File: src/rtl/note_seq_pkg.sv
// Shared types for the programmable note-sequence matcher: note codes,
// slot match modes, FSM states and the stored slot record.
package note_seq_pkg;

  // Widest note code a slot can hold; NOTE_W of the matcher must not exceed it.
  localparam int NOTE_MAX_W = 8;
  typedef logic [NOTE_MAX_W-1:0] note_t;

  localparam logic [2:0] NOTE_X = 3'b000;
  localparam logic [2:0] NOTE_C = 3'b100;
  localparam logic [2:0] NOTE_D = 3'b010;
  localparam logic [2:0] NOTE_E = 3'b110;
  localparam logic [2:0] NOTE_F = 3'b001;
  localparam logic [2:0] NOTE_G = 3'b101;
  localparam logic [2:0] NOTE_A = 3'b011;
  localparam logic [2:0] NOTE_B = 3'b111;

  typedef enum logic [1:0] {
    MODE_EXACT     = 2'd0,
    MODE_ANY_NOTE  = 2'd1,
    MODE_REST      = 2'd2,
    MODE_DONT_CARE = 2'd3
  } mode_e;

  typedef enum logic [1:0] {
    ST_COLLECT = 2'd0,
    ST_MATCHED = 2'd1,
    ST_FAILED  = 2'd2
  } state_e;

  typedef struct packed {
    mode_e mode;
    logic  tone;
    note_t note;
  } slot_t;

endpackage

File: src/rtl/note_slot_cmp.sv
// Combinational match of one live (tone, note) entry against one stored slot.
module note_slot_cmp
  import note_seq_pkg::*;
#(
  parameter int NOTE_W = 3
) (
  input  slot_t             slot,
  input  logic              tone,
  input  logic [NOTE_W-1:0] note,
  output logic              hit
);

  always_comb begin
    hit = 1'b1;
    case (slot.mode)
      MODE_EXACT:     hit = (tone == slot.tone) && (note_t'(note) == slot.note);
      MODE_ANY_NOTE:  hit = (note != '0);
      MODE_REST:      hit = (note == '0);
      default:        hit = 1'b1;
    endcase
  end

endmodule

File: src/rtl/note_seq_matcher.sv
// Races N_PAT programmable note patterns against entries committed on the
// falling edge of ok; reports the lowest-index survivor, a mismatch or a timeout.
module note_seq_matcher
  import note_seq_pkg::*;
#(
  parameter int  SEQ_LEN     = 6,
  parameter int  N_PAT       = 3,
  parameter int  NOTE_W      = 3,
  parameter int  TIMEOUT_CYC = 0,
  localparam int PAT_W       = (N_PAT > 1) ? $clog2(N_PAT) : 1,
  localparam int SLOT_W      = $clog2(SEQ_LEN),
  localparam int POS_W       = $clog2(SEQ_LEN + 1)
) (
  input  logic              clk,
  input  logic              reset,
  input  logic              clear,
  input  logic              ok,
  input  logic              tone,
  input  logic [NOTE_W-1:0] note,
  input  logic              cfg_we,
  input  logic [PAT_W-1:0]  cfg_pat,
  input  logic [SLOT_W-1:0] cfg_pos,
  input  logic [1:0]        cfg_mode,
  input  logic              cfg_tone,
  input  logic [NOTE_W-1:0] cfg_note,
  input  logic [N_PAT-1:0]  cfg_en,
  output logic              finish,
  output logic              matched,
  output logic [PAT_W-1:0]  match_id,
  output logic              timeout,
  output logic [POS_W-1:0]  pos,
  output logic              busy
);

  localparam int TMR_W = (TIMEOUT_CYC > 1) ? $clog2(TIMEOUT_CYC) : 1;

  state_e             state;
  logic               prev_ok;
  logic [N_PAT-1:0]   alive;
  logic [N_PAT-1:0]   en_r;
  logic [TMR_W-1:0]   timer;
  logic [PAT_W-1:0]   match_id_r;
  slot_t              slots [N_PAT][SEQ_LEN];

  logic               ev;
  logic               expire;
  logic               cfg_ok;
  logic [SLOT_W-1:0]  pos_idx;
  logic [N_PAT-1:0]   hit_vec;
  logic [N_PAT-1:0]   nxt;
  logic [PAT_W-1:0]   win_id;

  // Handshake: an entry is committed in the cycle ok goes 1->0; tone/note are
  // sampled in that same cycle and the result is visible one clock later.
  assign ev      = prev_ok & ~ok;
  assign busy    = (state == ST_COLLECT) && (pos != '0);
  assign pos_idx = pos[SLOT_W-1:0];
  assign nxt     = alive & en_r & hit_vec;
  assign expire  = (TIMEOUT_CYC != 0) && busy && !ev &&
                   (timer == TMR_W'(TIMEOUT_CYC - 1));
  assign cfg_ok  = cfg_we && !busy &&
                   ({1'b0, cfg_pat} < (PAT_W + 1)'(N_PAT)) &&
                   ({1'b0, cfg_pos} < (SLOT_W + 1)'(SEQ_LEN));

  for (genvar p = 0; p < N_PAT; p++) begin : g_cmp
    note_slot_cmp #(.NOTE_W(NOTE_W)) u_cmp (
      .slot (slots[p][pos_idx]),
      .tone (tone),
      .note (note),
      .hit  (hit_vec[p])
    );
  end

  always_comb begin
    win_id = '0;
    for (int p = N_PAT - 1; p >= 0; p--) begin
      if (nxt[p]) win_id = PAT_W'(p);
    end
  end

  always_ff @(posedge clk or negedge reset) begin
    if (!reset) begin
      state      <= ST_COLLECT;
      pos        <= '0;
      prev_ok    <= 1'b0;
      alive      <= '1;
      en_r       <= '0;
      timer      <= '0;
      match_id_r <= '0;
      timeout    <= 1'b0;
    end else begin
      prev_ok <= ok;
      if (!busy) en_r <= cfg_en;
      if (clear) begin
        state      <= ST_COLLECT;
        pos        <= '0;
        alive      <= '1;
        timer      <= '0;
        match_id_r <= '0;
        timeout    <= 1'b0;
      end else if (state == ST_COLLECT) begin
        if (ev) begin
          timer <= '0;
          if (nxt == '0) begin
            state <= ST_FAILED;
          end else if (pos == POS_W'(SEQ_LEN - 1)) begin
            state      <= ST_MATCHED;
            pos        <= pos + POS_W'(1);
            match_id_r <= win_id;
          end else begin
            pos   <= pos + POS_W'(1);
            alive <= nxt;
          end
        end else if (expire) begin
          state   <= ST_FAILED;
          timeout <= 1'b1;
        end else if (busy) begin
          timer <= timer + TMR_W'(1);
        end
      end
    end
  end

  // Pattern storage: the ev-cycle compare sees the pre-write contents.
  always_ff @(posedge clk or negedge reset) begin
    if (!reset) begin
      for (int p = 0; p < N_PAT; p++) begin
        for (int s = 0; s < SEQ_LEN; s++) begin
          slots[p][s] <= '0;
        end
      end
    end else if (cfg_ok) begin
      slots[cfg_pat][cfg_pos] <= '{mode: mode_e'(cfg_mode),
                                   tone: cfg_tone,
                                   note: note_t'(cfg_note)};
    end
  end

  assign finish   = (state != ST_COLLECT);
  assign matched  = (state == ST_MATCHED);
  assign match_id = matched ? match_id_r : '0;

endmodule

File: config.mk
export PLATFORM = sky130hd
export DESIGN_NAME = note_seq_matcher
export DESIGN_NICKNAME = d
export VERILOG_FILES = /design/src/rtl/note_seq_pkg.sv /design/src/rtl/note_slot_cmp.sv /design/src/rtl/note_seq_matcher.sv
export SDC_FILE = /design/constraint.sdc
export NUM_CORES = 1
export LEC_CHECK = 0
export CAP_MARGIN = 20
export CORE_MARGIN = 5
export CORE_UTILIZATION = 59
export DETAILED_ROUTE_END_ITERATION = 6
export PLACE_DENSITY = 0.79
export RECOVER_POWER = 50
export SETUP_SLACK_MARGIN = 0.5
export SLEW_MARGIN = 30
export SYNTH_ARGS = -nofsm -noshare
export SYNTH_HDL_FRONTEND = slang
export SYNTH_HIERARCHICAL = 1
export SYNTH_SLANG_ARGS = --single-unit
File: constraint.sdc
create_clock -name clk -period 4.89 [get_ports clk]
set_input_delay 1.467 -clock clk [delete_from_list [all_inputs] [get_ports clk]]
set_output_delay 1.467 -clock clk [all_outputs]
set_load 0.01 [all_outputs]
==> results of run 1 <==
state kept, by name, indices dropped and copies added, names as in the netlist:
name        count
prev_ok         1
alive           3
en_r            3
slots         108
state           2
pos             3
match_id_r      2
per-stage QoR:
stage / hold WS [ns] / area [um^2] / setup WS (ns) / total power (uW) / instances
after floorplan: 0.438 / 6020 / 1.49 / 2190 / 461
after global placement: 0.460 / 6430 / 1.32 / 2450 / 609
after detailed placement: 0.464 / 6430 / 1.19 / 2510 / 609
after CTS: 0.476 / 7000 / 1.02 / 3710 / 641
after global routing: 0.505 / 6990 / 0.709 / 3880 / 641
final: 0.481 / 6990 / 1.03 / 3690 / 641
cell type report:
cell class                 count  share of cell area, %
inverter                       8                  0.430
sequential                   122                   43.8
tap                          133                   2.38
multi-input combinational    312                   40.8
timing repair buffer          34                   4.55
clock inverter                15                   2.20
clock buffer                  17                   5.93
cells in the mapped netlist (all sizes together), types with 7 or more instances:
cell    count
dfrtp     119
mux2      108
nand2      33
nor2       22
mux2i      21
o21ai      20
mux4       18
clkbuf     10
buf         9
inv         8
nand3       7
worst max-delay path, cell delays in order, from the launching register on:
cell	delay, ns
dfrtp_1	0.35
inv_1	0.08
ha_1	0.17
and2b_1	0.25
or2_2	0.35
inv_1	0.12
clkdlybuf4s50_1	0.55
layer usage:
metal,up-vias,global-route usage (%)
met5,-,0
met4,0,7.64
met3,17,5.36
met2,89,38.8
met1,1933,30.7
li1,1715,-
how the worst max path moves through the flow:
stage | from | end | slack [ns] | cells past startpoint
6_report | pos[1] | busy | 1.03 | 6
5_1_grt | reset | slots[57] | 0.71 | 2
3_3_place_gp | note[0] | alive[1] | 1.32 | 8
4_1_cts | pos[1] | busy | 1.02 | 6
3_5_place_dp | note[0] | pos[0] | 1.19 | 8
2_1_floorplan | pos[0] | busy | 1.49 | 7
power by group through the flow:
stage	Clock (uW)	Combinational (uW)	Sequential (uW)
after global routing	1240	1180	1460
after detailed placement	0	1070	1440
final	1180	1080	1430
after CTS	1200	1080	1430
after floorplan	0	796	1400
after global placement	0	1030	1420
logic make-up (layout without fill, tap and decap cells):
group | Yosys count | in the layout | synth area share (%)
AO/OA/AOI/OAI | 43 | 43 | 4.91
adder cells (fa/ha/maj) | 3 | 3 | 0.629
flip-flops | 122 | 122 | 51.2
buffers and inverters | 27 | 74 | 1.95
multiplexers | 147 | 147 | 31.1
other | 1 | 16 | 0.0629
AND/OR/NAND/NOR | 91 | 91 | 8.35
XOR/XNOR | 12 | 12 | 1.76
cells in the final DEF (no fill, tap or decap), types with 16 or more instances in the layout:
cell and instances:
mux4_2 18, clkbuf_16 16, mux2_2 90, mux2i_1 21
clkdlybuf4s50_1 26, o21ai_0 20, nand2_1 33, conb_1 16
dfrtp_1 118
==> flow_summary.json, run 1 <==
{
  "hold_viol": 0,
  "h-tree-depth": 4,
  "max-vdd-ir-drop_mv": 0.308,
  "drc": 0,
  "rsz0062_at_grt": "no",
  "worstSetupEndpointType": "output pin",
  "wl_met2_um": 6840,
  "multiInputGateArea_mm2": 0.00285,
  "syn2layout_area_growth_pct": 17.2,
  "r2r_cells": 11,
  "max_freq_ghz": 0.259,
  "setup_viol": 0,
  "post_synth_num_cell_types": 47,
  "drtAntennaViolNets": 0,
  "timing.final.crit_share_pct": 78.8,
  "status": "complete, but fails checks",
  "post-route-util_pct": 71.2,
  "p_int_uw": 2550,
  "layout_min_cycle_time_ns": 3.86,
  "post_cts_buffers": 0,
  "crit_arrival_ns": 2.39,
  "start_util_pct": 60.7,
  "wire_per_inst_um": 20.9,
  "cts_tree": "yes",
  "top_layer": "met4",
  "drt-met1-wl_um": 5860,
  "clk_path_buf_depth": 2,
  "drive_gt1_share_pct": 33.9,
  "p_clk_share_pct": 32.0,
  "maxCapViolCount": 1,
  "synth_cells": 446,
  "first_pass_iters": 5,
  "drt_iter0_markers": 156,
  "ys_seq_area_share_pct": 51.2,
  "synth_edf_count": 0,
  "failed_checks": "max-capacitance violations, max-slew violations",
  "required_ns": 3.42,
  "crit_type": "reg2out",
  "wl_met3_um": 541,
  "worstSkewPairLatency_ns": 0.52,
  "holdPathStages": 2,
  "antenna_found_initial": 0,
  "rows": 36,
  "coreArea_mm2": 0.00982,
  "hold_buffers": 0,
  "r2r_slack_ns": 1.24,
  "fin_skew_ns": 0.00645,
  "power_frac_seq_pct": 38.8,
  "syn_area_mm2": 0.00596,
  "yosysTopAreaCellShare_pct": 49.9,
  "grt_pass1_wl_um": 22600,
  "routed_via_density": 5.86,
  "p_per_area_mw_per_mm2": 528,
  "cts_sinks": 122,
  "grtUsageTotal_pct": 23.4,
  "ys_ff_latch": 122,
  "fp.dieW_um": 111,
  "boundaryPins": 32,
  "diodes": 0,
  "port_buffers": 30,
  "dp_hpwl_um": 8750,
  "yosysTopAreaCell": "dfrtp_1",
  "cts.clk_slew.worst_paths_ns": 0.06,
  "num_vias": 3754,
  "fillers": 693,
  "drt-total-wl_um": 13400,
  "p_sw_share_pct": 31.0,
  "tightest_slew_ns": 1.93,
  "grt_start_max_net_pins": 78,
  "dieArea_mm2": 0.0122,
  "critPathLaunchType": "flip-flop",
  "worstReg2RegEnd": "pos[0]",
  "clockRootBuffer": "clkbuf_8",
  "hold_path_startpoint": "en_r[1]",
  "holdPathEnd": "en_r[1]",
  "switching_power_uw": 1140,
  "finalSetupTns_ns": 0,
  "min_path_type": "reg2reg",
  "grt_pass1_vias": 4182,
  "syn_avg_cell_area_um2": 13.4,
  "synthTopCellsByArea": "dfrtp_1, mux2_2, mux4_2",
  "maxSlewViolCount": 78,
  "layout.nets": 521,
  "regArea_mm2": 0.00306,
  "yosysWarnings": 6,
  "gr-total-overflow": 0,
  "ys.flop_type": "dfrtp_1",
  "async_reset_ff_share_pct": 100,
  "slew_headroom_pct": -28.8,
  "comb_power_share_pct": 29.2,
  "numCtsBuffers": 17,
  "postCtsResizedCells": 0,
  "r2r-start": "pos[0]",
  "routabilityCongestion": 0.805,
  "leakage_uw": 0.00304,
  "cp_max_fo": 4,
  "fp.dieH_um": 111
}
Note: power is estimated with default switching activity, not from simulation.
==> inputs of run 2 (changes only) <==
--- a/config.mk
+++ b/config.mk
@@ -7,9 +7,9 @@
 export LEC_CHECK = 0
 export CAP_MARGIN = 20
 export CORE_MARGIN = 5
-export CORE_UTILIZATION = 59
+export CORE_UTILIZATION = 54
 export DETAILED_ROUTE_END_ITERATION = 6
-export PLACE_DENSITY = 0.79
+export PLACE_DENSITY = 0.76
 export RECOVER_POWER = 50
 export SETUP_SLACK_MARGIN = 0.5
 export SLEW_MARGIN = 30
==> constraint.sdc (replaced) <==
create_clock -name clk -period 3.3 [get_ports clk]
set_input_delay 0.99 -clock clk [delete_from_list [all_inputs] [get_ports clk]]
set_output_delay 0.99 -clock clk [all_outputs]
set_load 0.01 [all_outputs]
==> flow_summary.json, run 2 (synthesis gave the netlist of run 1 again) <==
{
  "status": "complete, but fails checks",
  "failed_checks": "max-capacitance violations, max-slew violations",
  "gr-total-overflow": 0,
  "hold_viol": 0,
  "fin_skew_ns": 0.00827,
  "numCtsBuffers": 17,
  "antenna_found_initial": 0,
  "hold_buffers": 0,
  "rsz0062_at_grt": "yes",
  "r2r_slack_ns": 0.24,
  "p_clk_share_pct": 30.0,
  "regArea_mm2": 0.00306,
  "hold_path_startpoint": "slots[54]",
  "clk_path_buf_depth": 2,
  "crit_chain": "clkbuf_1 -> buf_12 -> inv_1 -> ha_1 -> and2b_1 -> or2_0 -> inv_4 -> buf_6",
  "tightest_slew_ns": 1.67,
  "p_per_area_mw_per_mm2": 815,
  "finalSetupTns_ns": 0,
  "grt_pass1_wl_um": 23200,
  "drtAntennaViolNets": 0,
  "slowest_stage": "dfrtp_2",
  "crit_start": "pos[0]",
  "worstSkewPairLatency_ns": 0.53,
  "worstSetupEndpointType": "output pin",
  "syn2layout_area_growth_pct": 26.8,
  "cts_tree": "yes",
  "clockRootBuffer": "clkbuf_8",
  "crit_type": "reg2out",
  "max_stage_delay_ns": 0.37,
  "routed_via_density": 5.91,
  "routabilityCongestion": 0.810,
  "largest_register_ff_count": 108,
  "p_total_uw": 6160,
  "placed_area_mm2": 0.00656,
  "final_common_cell": "dfrtp_1",
  "cp_max_fo": 2,
  "min_path_type": "reg2reg",
  "fp.dieH_um": 115,
  "grt_pass1_vias": 4345,
  "multiInputGateArea_mm2": 0.00303,
  "switching_power_uw": 1900,
  "first_pass_iters": 4,
  "fillers": 714,
  "layout_min_cycle_time_ns": 3.07,
  "maxCapViolCount": 1,
  "drc": 0,
  "grt_start_max_net_pins": 65,
  "rows": 38,
  "coreArea_mm2": 0.0108,
  "p_sw_share_pct": 30.8,
  "port_buffers": 30,
  "diodes": 0,
  "max-vdd-ir-drop_mv": 0.583,
  "dp_hpwl_um": 8790,
  "cts.clk_slew.worst_paths_ns": 0.06,
  "h-tree-depth": 4,
  "drt-total-wl_um": 14800,
  "maxSlewViolCount": 30,
  "critPathLaunchType": "flip-flop",
  "grtUsageTotal_pct": 23.4,
  "num_vias": 4008,
  "final_cell_mix": "dfrtp_1, mux2_2, nand2_1, clkdlybuf4s50_1",
  "layout.nets": 552,
  "setup_viol": 0,
  "start_util_pct": 55.0,
  "dieArea_mm2": 0.0132,
  "drt_iter0_markers": 266,
  "boundaryPins": 32,
  "r2r-start": "pos[0]",
  "slew_headroom_pct": -11.3,
  "max_freq_ghz": 0.326,
  "stdcell_area_mm2": 0.00756,
  "required_ns": 2.31,
  "leakage_uw": 0.00332,
  "wire_per_inst_um": 21.8,
  "drive_gt1_share_pct": 41.8,
  "timing.final.crit_share_pct": 92.9,
  "cts_sinks": 122,
  "top_register": "slots",
  "power_frac_seq_pct": 34.9,
  "crit_arrival_ns": 2.08,
  "fp.dieW_um": 115,
  "p_int_uw": 4260,
  "comb_power_share_pct": 35.1
}
-- run 2: per-stage QoR --
| step | hold slack [ns] | instances | utilization (%) | setup WS, ns |
|---|---|---|---|---|
| after detailed placement | 0.475 | 625 | 60.5 | 0.111 |
| after floorplan | 0.438 | 461 | - | 0.509 |
| after global routing | 0.507 | 678 | 69.8 | 0.122 |
| after CTS | 0.392 | 668 | 68.4 | 0.352 |
| after global placement | 0.463 | 625 | 60.5 | 0.231 |
| final | 0.493 | 678 | 69.8 | 0.235 |
-- run 2: layer usage --
metal	GRT usage (%)	wire length [um]	vias to the layer above
met1	30.1	6230	2078
met4	9.15	434	0
met3	6.95	780	32
met2	37.5	7360	126
li1	-	-	1772
met5	0	0	-
-- run 2: cell type report --
cell class	count	area share (%)
Clock buffer	24	6.22
Inverter	8	0.430
Clock inverter	7	1.52
Tap cell	140	2.32
Timing Repair Buffer	65	9.03
Multi-Input combinational cell	312	40.0
Sequential cell	122	40.4
-- run 2: what timing repair did --
| item | 4_1_cts | 5_1_grt |
|---|---|---|
| endpoints found under the hold margin | 0 | 0 |
| pin swaps | 24 | 18 |
| gates resized for setup | 42 | 24 |
| cloned | 3 | 0 |
| endpoints found under the setup margin | 14 | 14 |
| setup buffers | 9 | 10 |
-- run 2: critical path: cells and delay by family, from the launching register on --
| kind | cells | cell delay, ns |
|---|---|---|
| buffers and inverters | 5 | 0.50 |
| AND/OR/NAND/NOR | 2 | 0.50 |
| flip-flops | 1 | 0.37 |
| adder cells (fa/ha/maj) | 1 | 0.18 |
-- run 2: path summary, 6_finish.rpt --
kind	endpoint	cells after the start
min in group asynchronous	slots[21]	1
max reg2reg	match_id_r[0]	13
min	slots[54]	1
max	busy	8
max in group asynchronous	slots[173]	2
min reg2reg	slots[54]	1
-- run 2: power by group through the flow --
| stage | sequential [uW] | clock, uW | combinational, uW |
|---|---|---|---|
| 6_report | 2150 | 1850 | 2160 |
| 5_1_grt | 2200 | 1940 | 2310 |
| 4_1_cts | 2140 | 1870 | 1950 |
| 3_5_place_dp | 2140 | 0 | 1630 |
| 3_3_place_gp | 2110 | 0 | 1590 |
| 2_1_floorplan | 2070 | 0 | 1190 |
